$ cat config.mk
export PLATFORM = sky130hd
export DESIGN_NAME = uart_word_assembler
export DESIGN_NICKNAME = d
export VERILOG_FILES = /design/src/rtl/uart_word_assembler.sv
export SDC_FILE = /design/constraint.sdc
export NUM_CORES = 1
export LEC_CHECK = 0
export ABC_AREA = 1
export BUFFER_PORTS_ARGS = -buffer_cell sky130_fd_sc_hd__buf_2
export CORE_ASPECT_RATIO = 1.75
export CORE_UTILIZATION = 28
export CTS_CLUSTER_DIAMETER = 80
export CTS_CLUSTER_SIZE = 12
export DETAILED_ROUTE_END_ITERATION = 12
export PLACE_DENSITY_LB_ADDON = 0.08
export SLEW_MARGIN = 20
export SYNTH_ARGS = -nofsm -noshare
export SYNTH_HDL_FRONTEND = slang
export SYNTH_SLANG_ARGS = --single-unit
$ cat constraint.sdc
create_clock -name clk -period 3.8 [get_ports clk]
set_clock_uncertainty 0.15 [all_clocks]
set_input_delay 0.76 -clock clk [delete_from_list [all_inputs] [get_ports clk]]
set_output_delay 0.76 -clock clk [all_outputs]
set_load 0.01 [all_outputs]
$ cat src/rtl/uart_word_assembler.sv
// Packs bytes from a UART receiver into words, queues completed words in a small FIFO,
// and presents them on a valid/ready interface with timeout abort and overflow reporting.
module uart_word_assembler #(
    parameter int WORD_WIDTH     = 16,
    parameter int LSB_FIRST      = 1,
    parameter int SYNC_STAGES    = 3,
    parameter int FIFO_DEPTH     = 4,
    parameter int TIMEOUT_CYCLES = 0
) (
    input  logic                            clk,
    input  logic                            rst,
    input  logic                            uart_byte_ready,
    input  logic [7:0]                      uart_byte,
    output logic [WORD_WIDTH-1:0]           word_data,
    output logic                            word_valid,
    input  logic                            word_ready,
    output logic [$clog2(FIFO_DEPTH+1)-1:0] fifo_count,
    output logic                            overflow,
    output logic                            timeout_err
);

    localparam int BPW    = WORD_WIDTH / 8;
    localparam int IDX_W  = (BPW > 1) ? $clog2(BPW) : 1;
    localparam int PTR_W  = $clog2(FIFO_DEPTH);
    localparam int CNT_W  = $clog2(FIFO_DEPTH + 1);
    localparam int TCNT_W = (TIMEOUT_CYCLES > 0) ? $clog2(TIMEOUT_CYCLES + 1) : 1;
    localparam logic [IDX_W-1:0]  IDX_LAST = IDX_W'(BPW - 1);
    localparam logic [TCNT_W-1:0] TCNT_LAST =
        (TIMEOUT_CYCLES > 0) ? TCNT_W'(TIMEOUT_CYCLES - 1) : TCNT_W'(0);
    localparam logic [SYNC_STAGES:0] EDGE_PATTERN = {1'b0, {SYNC_STAGES{1'b1}}};

    function automatic logic [WORD_WIDTH-1:0] insert_byte(
        input logic [WORD_WIDTH-1:0] w,
        input logic [IDX_W-1:0]      i,
        input logic [7:0]            b
    );
        logic [WORD_WIDTH-1:0] r;
        r = w;
        for (int j = 0; j < BPW; j++) begin
            if (i == IDX_W'(j)) begin
                if (LSB_FIRST != 0) r[8*j +: 8] = b;
                else                r[WORD_WIDTH-1-8*j -: 8] = b;
            end
        end
        return r;
    endfunction

    logic [SYNC_STAGES:0]  rdy_hist;
    logic [IDX_W-1:0]      idx;
    logic [WORD_WIDTH-1:0] word_buf;
    logic [WORD_WIDTH-1:0] word_next;
    logic [TCNT_W-1:0]     tcnt;
    logic                  capture;
    logic                  last_byte;
    logic                  expire;

    logic [WORD_WIDTH-1:0] mem [FIFO_DEPTH];
    logic [PTR_W-1:0]      wr_ptr;
    logic [PTR_W-1:0]      rd_ptr;
    logic                  push;
    logic                  pop;
    logic                  full;
    logic                  accept;

    // Capture only once the history shows a low sample followed by SYNC_STAGES highs,
    // which both qualifies stability and limits capture to one per excursion.
    assign capture   = (rdy_hist == EDGE_PATTERN);
    assign last_byte = (idx == IDX_LAST);
    assign word_next = insert_byte(word_buf, idx, uart_byte);
    assign expire    = (TIMEOUT_CYCLES > 0) && (idx != '0) && !capture && (tcnt == TCNT_LAST);

    always_ff @(posedge clk) begin
        if (rst) begin
            rdy_hist    <= '1;
            idx         <= '0;
            word_buf    <= '0;
            tcnt        <= '0;
            timeout_err <= 1'b0;
        end else begin
            rdy_hist    <= {rdy_hist[SYNC_STAGES-1:0], uart_byte_ready};
            timeout_err <= expire;
            if (capture) begin
                tcnt <= '0;
                if (last_byte) begin
                    idx      <= '0;
                    word_buf <= '0;
                end else begin
                    idx      <= idx + IDX_W'(1);
                    word_buf <= word_next;
                end
            end else if (expire) begin
                idx      <= '0;
                word_buf <= '0;
                tcnt     <= '0;
            end else if ((TIMEOUT_CYCLES > 0) && (idx != '0)) begin
                tcnt <= tcnt + TCNT_W'(1);
            end
        end
    end

    // Output FIFO: a push while full proceeds only if the head leaves at the same edge.
    assign push       = capture && last_byte;
    assign word_valid = (fifo_count != '0);
    assign pop        = word_valid && word_ready;
    assign full       = (fifo_count == CNT_W'(FIFO_DEPTH));
    assign accept     = push && (!full || pop);
    assign word_data  = word_valid ? mem[rd_ptr] : '0;

    always_ff @(posedge clk) begin
        if (accept) mem[wr_ptr] <= word_next;
    end

    always_ff @(posedge clk) begin
        if (rst) begin
            wr_ptr     <= '0;
            rd_ptr     <= '0;
            fifo_count <= '0;
            overflow   <= 1'b0;
        end else begin
            if (accept) wr_ptr <= wr_ptr + PTR_W'(1);
            if (pop)    rd_ptr <= rd_ptr + PTR_W'(1);
            if (accept && !pop)      fifo_count <= fifo_count + CNT_W'(1);
            else if (!accept && pop) fifo_count <= fifo_count - CNT_W'(1);
            if (push && !accept)     overflow <= 1'b1;
        end
    end

endmodule

== Yosys cells after proc, flatten, opt, wreduce, memory -nomap -nowiden ==
Memories as Yosys holds them, arrays and structs flattened. A register that Yosys moved wholly into a read port is not among the register bits.
Index checks and enable logic that the tools add are counted.
Cells by class
  reductions and logical operators: 12
  equality and inequality tests: 2
  add/sub/neg operators: 5
  multiplexer cells: 11
Operators by type and width (count)
  $mux W16: 3
  $mux W8: 1
  $logic_and A1 B1 Y1: 6
  $mux W3: 2
  $add A2 B1 Y2 const B: 2
  $eq A4 B3 Y1 const B: 1
  $mux W2: 2
  $add A3 B1 Y3 const B: 1
  $eq A3 B3 Y1 const B: 1
  $logic_not A1 Y1: 3
  $mux W1: 3
  $reduce_bool A3 Y1: 1
  $sub A3 B1 Y3 const B: 1
  $reduce_bool A2 Y1: 1
  $add A1 B1 Y1 const B: 1
  $logic_or A1 B1 Y1: 1
Word-level totals
  memories kept: 1
  bits of input ports: 12
  output and inout port bits: 22
  flip-flop bits (word level): 29
  RAM bits: 64
Memories
  mem: words 4, bits a word 16, read ports 1, clocked after Yosys merged registers in 1, wr ports 1, RTL line 57  | logic [WORD_WIDTH-1:0] mem [FIFO_DEPTH];

== Depth between registers and ports, before layout ==
Gate-level depths: netlist (run 1).
  depth in word-level cells: 8
  depth in mapped cells: 13
  mapped depth without buffers: 13

== Worst setup path before layout (run 1) ==
No wires, ideal clock.
  kind: input-to-reg
  start point: input word_ready
  end point: memory mem[0][0], enable pin
  path slack: 1482 ps
  setup time: 389 ps
  required time: 3261 ps
  stages: 6
  buffers on the path: 0
  data arrival time: 1780 ps
  cell sequence: inv_1 > nand2_1 > nor2_2 > nor2_4 > inv_2 > nor2_1
On the way
  longest elaborated chain between the ends: 5
RTL lines
  start, declared: RTL line 16  | input logic word_ready,
  $logic_and A1 B1 Y1: RTL line 104  | assign pop = word_valid && word_ready;
  $logic_or A1 B1 Y1: RTL line 106  | assign accept = push && (!full || pop);
  $logic_and A1 B1 Y1: RTL line 106
  via accept: RTL line 63  | logic accept;
  $mux W1: RTL line 110  | if (accept) mem[wr_ptr] <= word_next;
  $mux W1 (not written as such): RTL line 110
  end, declared: RTL line 57
The timed path passes the listed nets, and every way through them passes these cells.

== Worst setup path after layout (run 1) ==
  start point: register fifo_count[0]
  end point: output word_data[14]
On the way
  longest elaborated chain between the ends: 2
RTL lines
  start, declared: RTL line 17  | output logic [$clog2(FIFO_DEPTH+1)-1:0] fifo_count,
  start signal, assigned: RTL line 122  | if (accept && !pop) fifo_count <= fifo_count + CNT_W'(1);
  start signal, assigned: RTL line 123  | else if (!accept && pop) fifo_count <= fifo_count - CNT_W'(1);
  $reduce_bool A3 Y1: RTL line 103  | assign word_valid = (fifo_count != '0);
  $mux W16: RTL line 107  | assign word_data = word_valid ? mem[rd_ptr] : '0;
  end, declared: RTL line 14  | output logic [WORD_WIDTH-1:0] word_data,
No other way between the ends.

==> reports/results.tsv, run 1 <==
metric	value	unit
timing.hold.ws	0.281	ns
arrival	1.73	ns
syn_to_final_growth	15.0	%
grtUsageMet2	26.5	%
swShare	30.3	%
period_needed	2.64	ns
synth_mux_area_share	0	%
syn_nets	394	
synth-seq-area-share	65.5	%
fin_setup_tns	0	ns
n_fill_cell	1429	
syn_area	3880	um2
synth-seq-cells	95	
grt_util_met1	14.3	%
p_seq_share	45.4	%
synth_top_family_by_area	simple AND/OR/NAND/NOR gates	
maxSlewViolCount	0	
root_buffer	clkbuf_16	
critical_path_class	flip-flop to primary output	
maxCapViolCount	0	
grt_first_pass_wirelength	14300	um
path_clk_slew	0.06	ns
grt_usage	13.6	%
ios	34	
p_leak	1.65	nW
diodes	0	
rows	56	
die-height	158	um
ir_drop	0.291	mV
hpwl	6330	um
insertion_delay	0.33	ns
drc	0	
grt_pass1_vias	2615	
ys_warn_count	0	
htreeDepth	3	
antenna_found_initial	0	
slew_headroom	55.5	%
cts_buffers	9	
synth_xor_area_share	0.226	%
fin_cells	589	
power_frac_clock	31.9	%
path_max_fanout	16	
power_frac_comb	22.7	%
clock.fmax	379	MHz
synth_cell_type_count	28	
initial_core_util	28.9	%
io_buffers	32	
post-cts-setup-buffer-count	0	
drive_gt1_share	15.9	%
period_share	69.4	%
hp-class	flip-flop to flip-flop	
p_int	0.00175	W
coreArea	13500	um2
synth_compound_area_share	10.8	%
cts_max_path_buffers	2	
cts_tree	yes	
grt_max_degree	33	
dr.first_iter.drc_count	139	
rsz0062_at_grt	no	
grt-ovfl-total	0	
total_power	0.00251	W
fin_nets	428	
hold_buffers	0	
place_congestion	0.685	
post_cts_resized	0	
start_kind	flip-flop	
required	2.89	ns
clock-sinks	95	
antenna_left	0	
avgSynthCellArea	10.3	um2
viasPerCell	4.40	
vias	2591	
grtUsageMet3	2.50	%
drt_wl_total	9020	um
yosys.area_share.simple	15.1	%
numPlacedInstances	573	
hold_viol	0	
wl_per_cell	15.3	um
die-area	14400	um2
tightest_slew	0.661	ns
outcome	complete, no violations	
register_area	2540	um2
cp-end-kind	primary output	
synthCells	376	
dieWidth	91.0	um
finalSetupViolations	0	
multiInputGateArea	1100	um2
grt_busiest_layer	met2	
pwr_density_cell	562	nW/um2
switchingPower	0.000761	W
synthAdderAreaFrac	2.13	%
first_pass_iters	4	
==> sequential cells by signal (all words and copies together), names as in the netlist, named ones only <==
name and cells:
overflow 1, rd_ptr 2, word_buf 16, idx 1, wr_ptr 2, mem 64, fifo_count 3, rdy_hist 4
==> power by group through the flow <==
stage / clock network, W / registers [W] / logic, W
global placement: 0 / 0.00116 / 0.000586
floorplan: 0 / 0.00116 / 0.000372
detailed placement: 0 / 0.00116 / 0.000591
finish: 0.000800 / 0.00114 / 0.000570
global route: 0.000866 / 0.00114 / 0.000649
CTS: 0.000830 / 0.00114 / 0.000592
==> routing by layer <==
metal / share of wire, % / vias up / wire length [um]
li1: - / 1309 / -
met1: 40 / 1233 / 3610
met2: 55 / 37 / 5000
met3: 2.7 / 12 / 245
met4: 1.8 / 0 / 159
met5: 0 / - / 0
==> metrics by stage <==
| step | setup WS [ns] | cell area, um2 | util, % |
|---|---|---|---|
| final | 1.16 | 4470 | 33.2 |
| after global routing | 1.00 | 4470 | 33.2 |
| after CTS | 1.09 | 4470 | 33.2 |
| after detailed placement | 1.33 | 4210 | 31.3 |
| after global placement | 1.36 | 4210 | 31.3 |
| after floorplan | 1.48 | 3880 | - |
==> cell usage after synthesis (all sizes together) <==
| library cell | n | share of area, % |
|---|---|---|
| xor2 | 1 | 0.23 |
| a21oi | 30 | 3.9 |
| conb | 1 | 0.097 |
| nor3 | 1 | 0.26 |
| o21ai | 52 | 6.7 |
| or2 | 4 | 0.64 |
| clkbuf | 4 | 0.48 |
| inv | 33 | 3.3 |
| edfxtp | 64 | 50 |
| o21bai | 1 | 0.19 |
| fa | 1 | 0.52 |
| nor2 | 90 | 9.4 |
| ha | 5 | 1.6 |
| nand3 | 3 | 0.39 |
| dfxtp | 31 | 16 |
| buf | 13 | 2.4 |
| nand2 | 42 | 4.4 |
==> final timing paths <==
check	slack [ns]	start	endpoint	depth (start not counted)
setup / recovery	1.16	fifo_count[0]$_SDFFE_PP0P_	word_data[14]	5
hold / removal	0.28	word_buf[11]$_SDFFE_PP0N_	word_buf[11]$_SDFFE_PP0N_	2
setup reg to reg	1.55	rdy_hist[1]$_SDFF_PP1_	fifo_count[2]$_SDFFE_PP0P_	12
hold reg to reg	0.28	word_buf[11]$_SDFFE_PP0N_	word_buf[11]$_SDFFE_PP0N_	2
==> cells by family after synthesis <==
kind of cell,after synthesis
fa+ha+maj,6
simple gates,140
flops,95
other cells,1
xor+xnor,1
compound gates,83
buf+inv,50
==> critical path, cell delays in order, from the launching register on <==
cell,delay [ns]
dfxtp_1,0.34
inv_1,0.11
nand3_1,0.13
inv_1,0.51
a21oi_1,0.11
buf_2,0.18
==> cell usage in the layout (no fill, tap or decap), types with 3 or more instances in the layout <==
cell type / Yosys / final
buf_2: 4 / 32
edfxtp_1: 64 / 64
a21oi_1: 30 / 30
clkbuf_1: 1 / 3
buf_4: 7 / 8
ha_1: 5 / 5
o21ai_0: 46 / 46
inv_1: 30 / 30
dfxtp_1: 31 / 31
or2_2: 4 / 4
nand2_2: 3 / 3
nand3_1: 3 / 3
clkbuf_16: 0 / 9
nor2_1: 87 / 87
o21ai_1: 6 / 6
nand2_1: 38 / 38
==> cell type report <==
class	instances	area share, %
well taps	174	4.88
clock inverters	4	0.504
inverters	33	2.83
repair buffers	40	4.93
flip-flops and latches	95	56.9
clock buffers	12	5.30
multi-input cells	231	24.6
No activity file was read; power rests on OpenSTA's default activity.
==> run 2, diff against run 1 <==
==> constraint.sdc (replaced) <==
create_clock -name clk -period 2.35 [get_ports clk]
set_clock_uncertainty 0.15 [all_clocks]
set_input_delay 0.47 -clock clk [delete_from_list [all_inputs] [get_ports clk]]
set_output_delay 0.47 -clock clk [all_outputs]
set_load 0.01 [all_outputs]
==> run 2 against run 1 <==
  * First-iteration DRC count is 12% lower
  * Sequential share of layout area fell by 1.3 points
  * Hold slack lost 0.11 ns
  * Clock-buffer cell count is 1 lower
==> reports/results.tsv, run 2 (synthesis gave the netlist of run 1 again) <==
metric	value	unit
outcome	complete, no violations	
diodes	0	
grt_first_pass_wirelength	14300	um
htreeDepth	3	
grt-ovfl-total	0	
fin_setup_tns	0	ns
arrival	1.56	ns
largest_reg_flops	64	
cp-end-kind	primary output	
drive_gt1_share	18.2	%
p_leak	1.71	nW
maxCapViolCount	0	
drt_wl_total	8930	um
hpwl	5990	um
hp-class	input pin to flip-flop	
maxSlewViolCount	0	
rsz0062_at_grt	no	
dr.first_iter.drc_count	123	
critical_path_class	flip-flop to primary output	
hold_viol	0	
antenna_left	0	
switchingPower	0.00131	W
fin_nets	431	
final_cell_mix	nor2_1 (87), edfxtp_1 (64), o21ai_0 (46), nand2_1 (38), buf_2 (32)	
path_clk_slew	0.06	ns
power_frac_clock	33.2	%
period_share	92.8	%
cts_buffers	9	
swShare	30.7	%
wl_per_cell	15.1	um
insertion_delay	0.34	ns
period_needed	2.18	ns
path_max_fanout	10	
antenna_found_initial	0	
grt_max_degree	33	
ios	34	
coreArea	13500	um2
die-area	14400	um2
hold_buffers	0	
p_int	0.00296	W
start_kind	flip-flop	
clock-sinks	95	
initial_core_util	28.9	%
cts_max_path_buffers	2	
utilization	34.0	%
top_register	mem	
required	1.73	ns
drc	0	
place_congestion	0.700	
grt_usage	13.5	%
tightest_slew	0.534	ns
power_frac_comb	23.5	%
reg2reg_setup_slack	0.24	ns
grt_pass1_vias	2596	
cts_tree	yes	
die-height	158	um
finalSetupViolations	0	
clock.fmax	459	MHz
pwr_density_cell	933	nW/um2
viasPerCell	4.37	
p_seq_share	43.3	%
first_pass_iters	5	
final_common_cell	nor2_1	
vias	2585	
root_buffer	clkbuf_16	
dieWidth	91.0	um
slew_headroom	64.0	%
rows	56	
io_buffers	32	
top_regs	mem x64, word_buf x16, rdy_hist x4	
ir_drop	0.411	mV
syn_to_final_growth	17.7	%
==> run 2: changes by cell type in the layout (fill, tap and decap cells not counted), sizes merged <==
cell,change
buf,+3
clkbuf,-1
inv,+3
clkinvlp,-2
==> run 2: area by class of cell <==
cell class / instances / area, um2
multi-input cells: 231 / 1100
repair buffers: 43 / 284
clock inverters: 5 / 37.5
fillers: 1396 / 8880
clock buffers: 11 / 254
flip-flops and latches: 95 / 2540
inverters: 33 / 129
well taps: 174 / 218
==> run 2: metal layers <==
metal,GRT usage [%],vias up,wire length [um]
li1,-,1315,-
met1,15.2,1220,3820
met2,24.6,40,4670
met3,2.98,10,263
met4,5.67,0,180
met5,0,-,0
==> run 2: worst max-delay path: stages (launching register included) <==
cell and delay (ns):
dfxtp_1 0.39, inv_1 0.10, nand3_2 0.14, inv_4 0.08, buf_4 0.19, a21oi_1 0.16
buf_2 0.16
==> run 2: final timing paths <==
| kind | startpoint | end | cells past startpoint |
|---|---|---|---|
| setup / recovery | fifo_count[1]$_SDFFE_PP0P_ | word_data[11] | 6 |
| hold / removal | uart_byte_ready | rdy_hist[0]$_SDFF_PP1_ | 2 |
| setup reg to reg | fifo_count[0]$_SDFFE_PP0P_ | fifo_count[2]$_SDFFE_PP0P_ | 11 |
| hold reg to reg | word_buf[10]$_SDFFE_PP0N_ | word_buf[10]$_SDFFE_PP0N_ | 2 |
==> run 2: per-stage QoR <==
step                      instance area, um2  power (W)  instances  setup WS [ns]  hold WS (ns)
final                                   4570    0.00427        592          0.169         0.169
after global routing                    4570    0.00451        592         0.0350         0.159
after CTS                               4560    0.00434        592         0.0537         0.156
after detailed placement                4270    0.00290        576          0.185         0.275
after global placement                  4270    0.00290        576          0.214         0.273
after floorplan                         3880    0.00248        376          0.303         0.260
==> run 2: power groups by stage <==
stage	combinational, W	clock (W)	sequential [W]
after detailed placement	0.00102	0	0.00188
after global placement	0.00102	0	0.00188
after global routing	0.00113	0.00153	0.00185
after CTS	0.00103	0.00146	0.00185
after floorplan	0.000602	0	0.00188
final	0.00100	0.00142	0.00185
==> run 2: what timing repair did <==
action	in CTS	in global routing
pin swaps	0	0
endpoints found under the setup margin	10	9
resized for setup	2	3
buffers inserted	0	0
==> run 3, diff against run 2 <==
--- a/config.mk
+++ b/config.mk
@@ -12,6 +12,7 @@
 export CTS_CLUSTER_DIAMETER = 80
 export CTS_CLUSTER_SIZE = 12
 export DETAILED_ROUTE_END_ITERATION = 12
+export GPL_TIMING_DRIVEN = 0
 export PLACE_DENSITY_LB_ADDON = 0.08
 export SLEW_MARGIN = 20
 export SYNTH_ARGS = -nofsm -noshare
==> run 3 against run 2 <==
  * Die area unchanged
  * Sequential cell count unchanged
  * Via count increased by 2.6%
  * Largest cell class unchanged
  * Register-to-register slack got worse by 0.05 ns
  * Maximum frequency decreased by 3.9%
  * Utilization increased by 0.30 points
  * Highest routed layer unchanged
  * Non-clock buffer count increased by 10
==> reports/results.tsv, run 3 (synthesis gave the netlist of run 1 again) <==
metric	value	unit
worstHoldStart	uart_byte_ready	
placed_area	4330	um2
rsz0062_at_grt	no	
syn_to_final_growth	18.8	%
cts_buffers	9	
grt_first_pass_wirelength	14400	um
register_area	2540	um2
maxSlewViolCount	0	
postLayoutCellArea	4610	um2
final_common_cell	nor2_1	
critical_path_class	flip-flop to primary output	
arrival	1.65	ns
io_buffers	32	
start_kind	flip-flop	
n_fill_cell	1411	
final_cell_mix	nor2_1 (83), edfxtp_1 (64), o21ai_0 (46), nand2_1 (38), buf_2 (35)	
antenna_found_initial	0	
hpwl	6830	um
top_register	mem	
grt-ovfl-total	0	
hp-class	input pin to flip-flop	
reg2reg_depth	12	
cp-end-kind	primary output	
diodes	0	
place_congestion	0.745	
htreeDepth	3	
maxCapViolCount	0	
largest_reg_flops	64	
ir_drop	0.412	mV
outcome	complete, no violations	
hold_viol	0	
dpl_worst_slack	0.163	ns
antenna_left	0	
path_clk_slew	0.06	ns
viasPerCell	4.41	
path_max_fanout	10	
cts_tree	yes	
r2r_start	rdy_hist[2]$_SDFF_PP1_	
setup_ws	0.0808	ns
clock.fmax	441	MHz
drive_gt1_share	20.3	%
insertion_delay	0.34	ns
dieWidth	91.0	um
required	1.73	ns
grt_max_degree	16	
finalSetupViolations	0	
cts_max_path_buffers	2	
drt_wl_total	9340	um
top_regs	mem x64, word_buf x16, rdy_hist x4	
p_leak	1.74	nW
holdPathStages	2	
grt_usage	13.9	%
first_pass_iters	4	
coreArea	13500	um2
period_share	96.6	%
wl_per_cell	15.5	um
dr.first_iter.drc_count	109	
die-height	158	um
ios	34	
multiInputGateArea	1110	um2
root_buffer	clkbuf_16	
period_needed	2.27	ns
drc	0	
vias	2652	
tightest_slew	0.623	ns
rows	56	
clock-sinks	95	
fin_nets	441	
initial_core_util	28.9	%
die-area	14400	um2
pwr_density_cell	910	nW/um2
grt_pass1_vias	2600	
slew_headroom	58.0	%
-- run 3: path summary, 6_finish.rpt --
kind | endpoint | slack (ns)
worst max-delay path | word_data[4] | 0.08
worst min-delay path | rdy_hist[0]$_SDFF_PP1_ | 0.17
worst max register to register | fifo_count[2]$_SDFFE_PP0P_ | 0.19
worst min register to register | word_buf[12]$_SDFFE_PP0N_ | 0.28
-- run 3: power by group --
group | total (W) | switching [W] | internal (W)
registers | 0.00184 | 0.0000281 | 0.00181
clock network | 0.00131 | 0.000605 | 0.000708
logic | 0.00104 | 0.000676 | 0.000365
-- run 3: routing by layer --
metal	wire (um)	track usage, %
met5	0	0
met4	246	6.20
met3	294	3.07
met2	5110	26.4
met1	3690	14.4
-- run 3: area by class of cell --
type	count	area share [%]
inverters	33	2.74
clock buffers	9	4.88
flip-flops and latches	95	55.1
repair buffers	36	4.78
clock inverters	7	0.868
multi-input cells	231	24.2
plain buffers	17	2.69
well taps	174	4.72
-- run 3: worst max-delay path: stages (launching register included) --
cell      delay [ns]
dfxtp_1         0.31
buf_6           0.12
inv_1           0.11
clkbuf_4        0.26
o21ai_0         0.11
a21oi_1         0.22
buf_2           0.18
-- run 3: what timing repair did --
| action | in CTS | in global routing |
|---|---|---|
| hold buffers | 0 | 0 |
| endpoints found under the setup margin | 11 | 12 |
| gates resized for setup | 3 | 5 |
| hold endpoints to repair | 0 | 0 |
| setup buffers | 0 | 0 |
-- run 3: per-stage QoR --
step / total power [W] / TNS (ns) / utilization, % / std cells / hold slack (ns)
2_1_floorplan: 0.00248 / 0 / - / 376 / 0.260
3_3_place_gp: 0.00293 / -30.89 / 31.7 / 582 / 0.270
3_5_place_dp: 0.00293 / 0 / 32.2 / 586 / 0.274
4_1_cts: 0.00426 / 0 / 34.2 / 602 / 0.153
5_1_grt: 0.00444 / 0 / 34.3 / 602 / 0.158
6_report: 0.00420 / 0 / 34.3 / 602 / 0.167
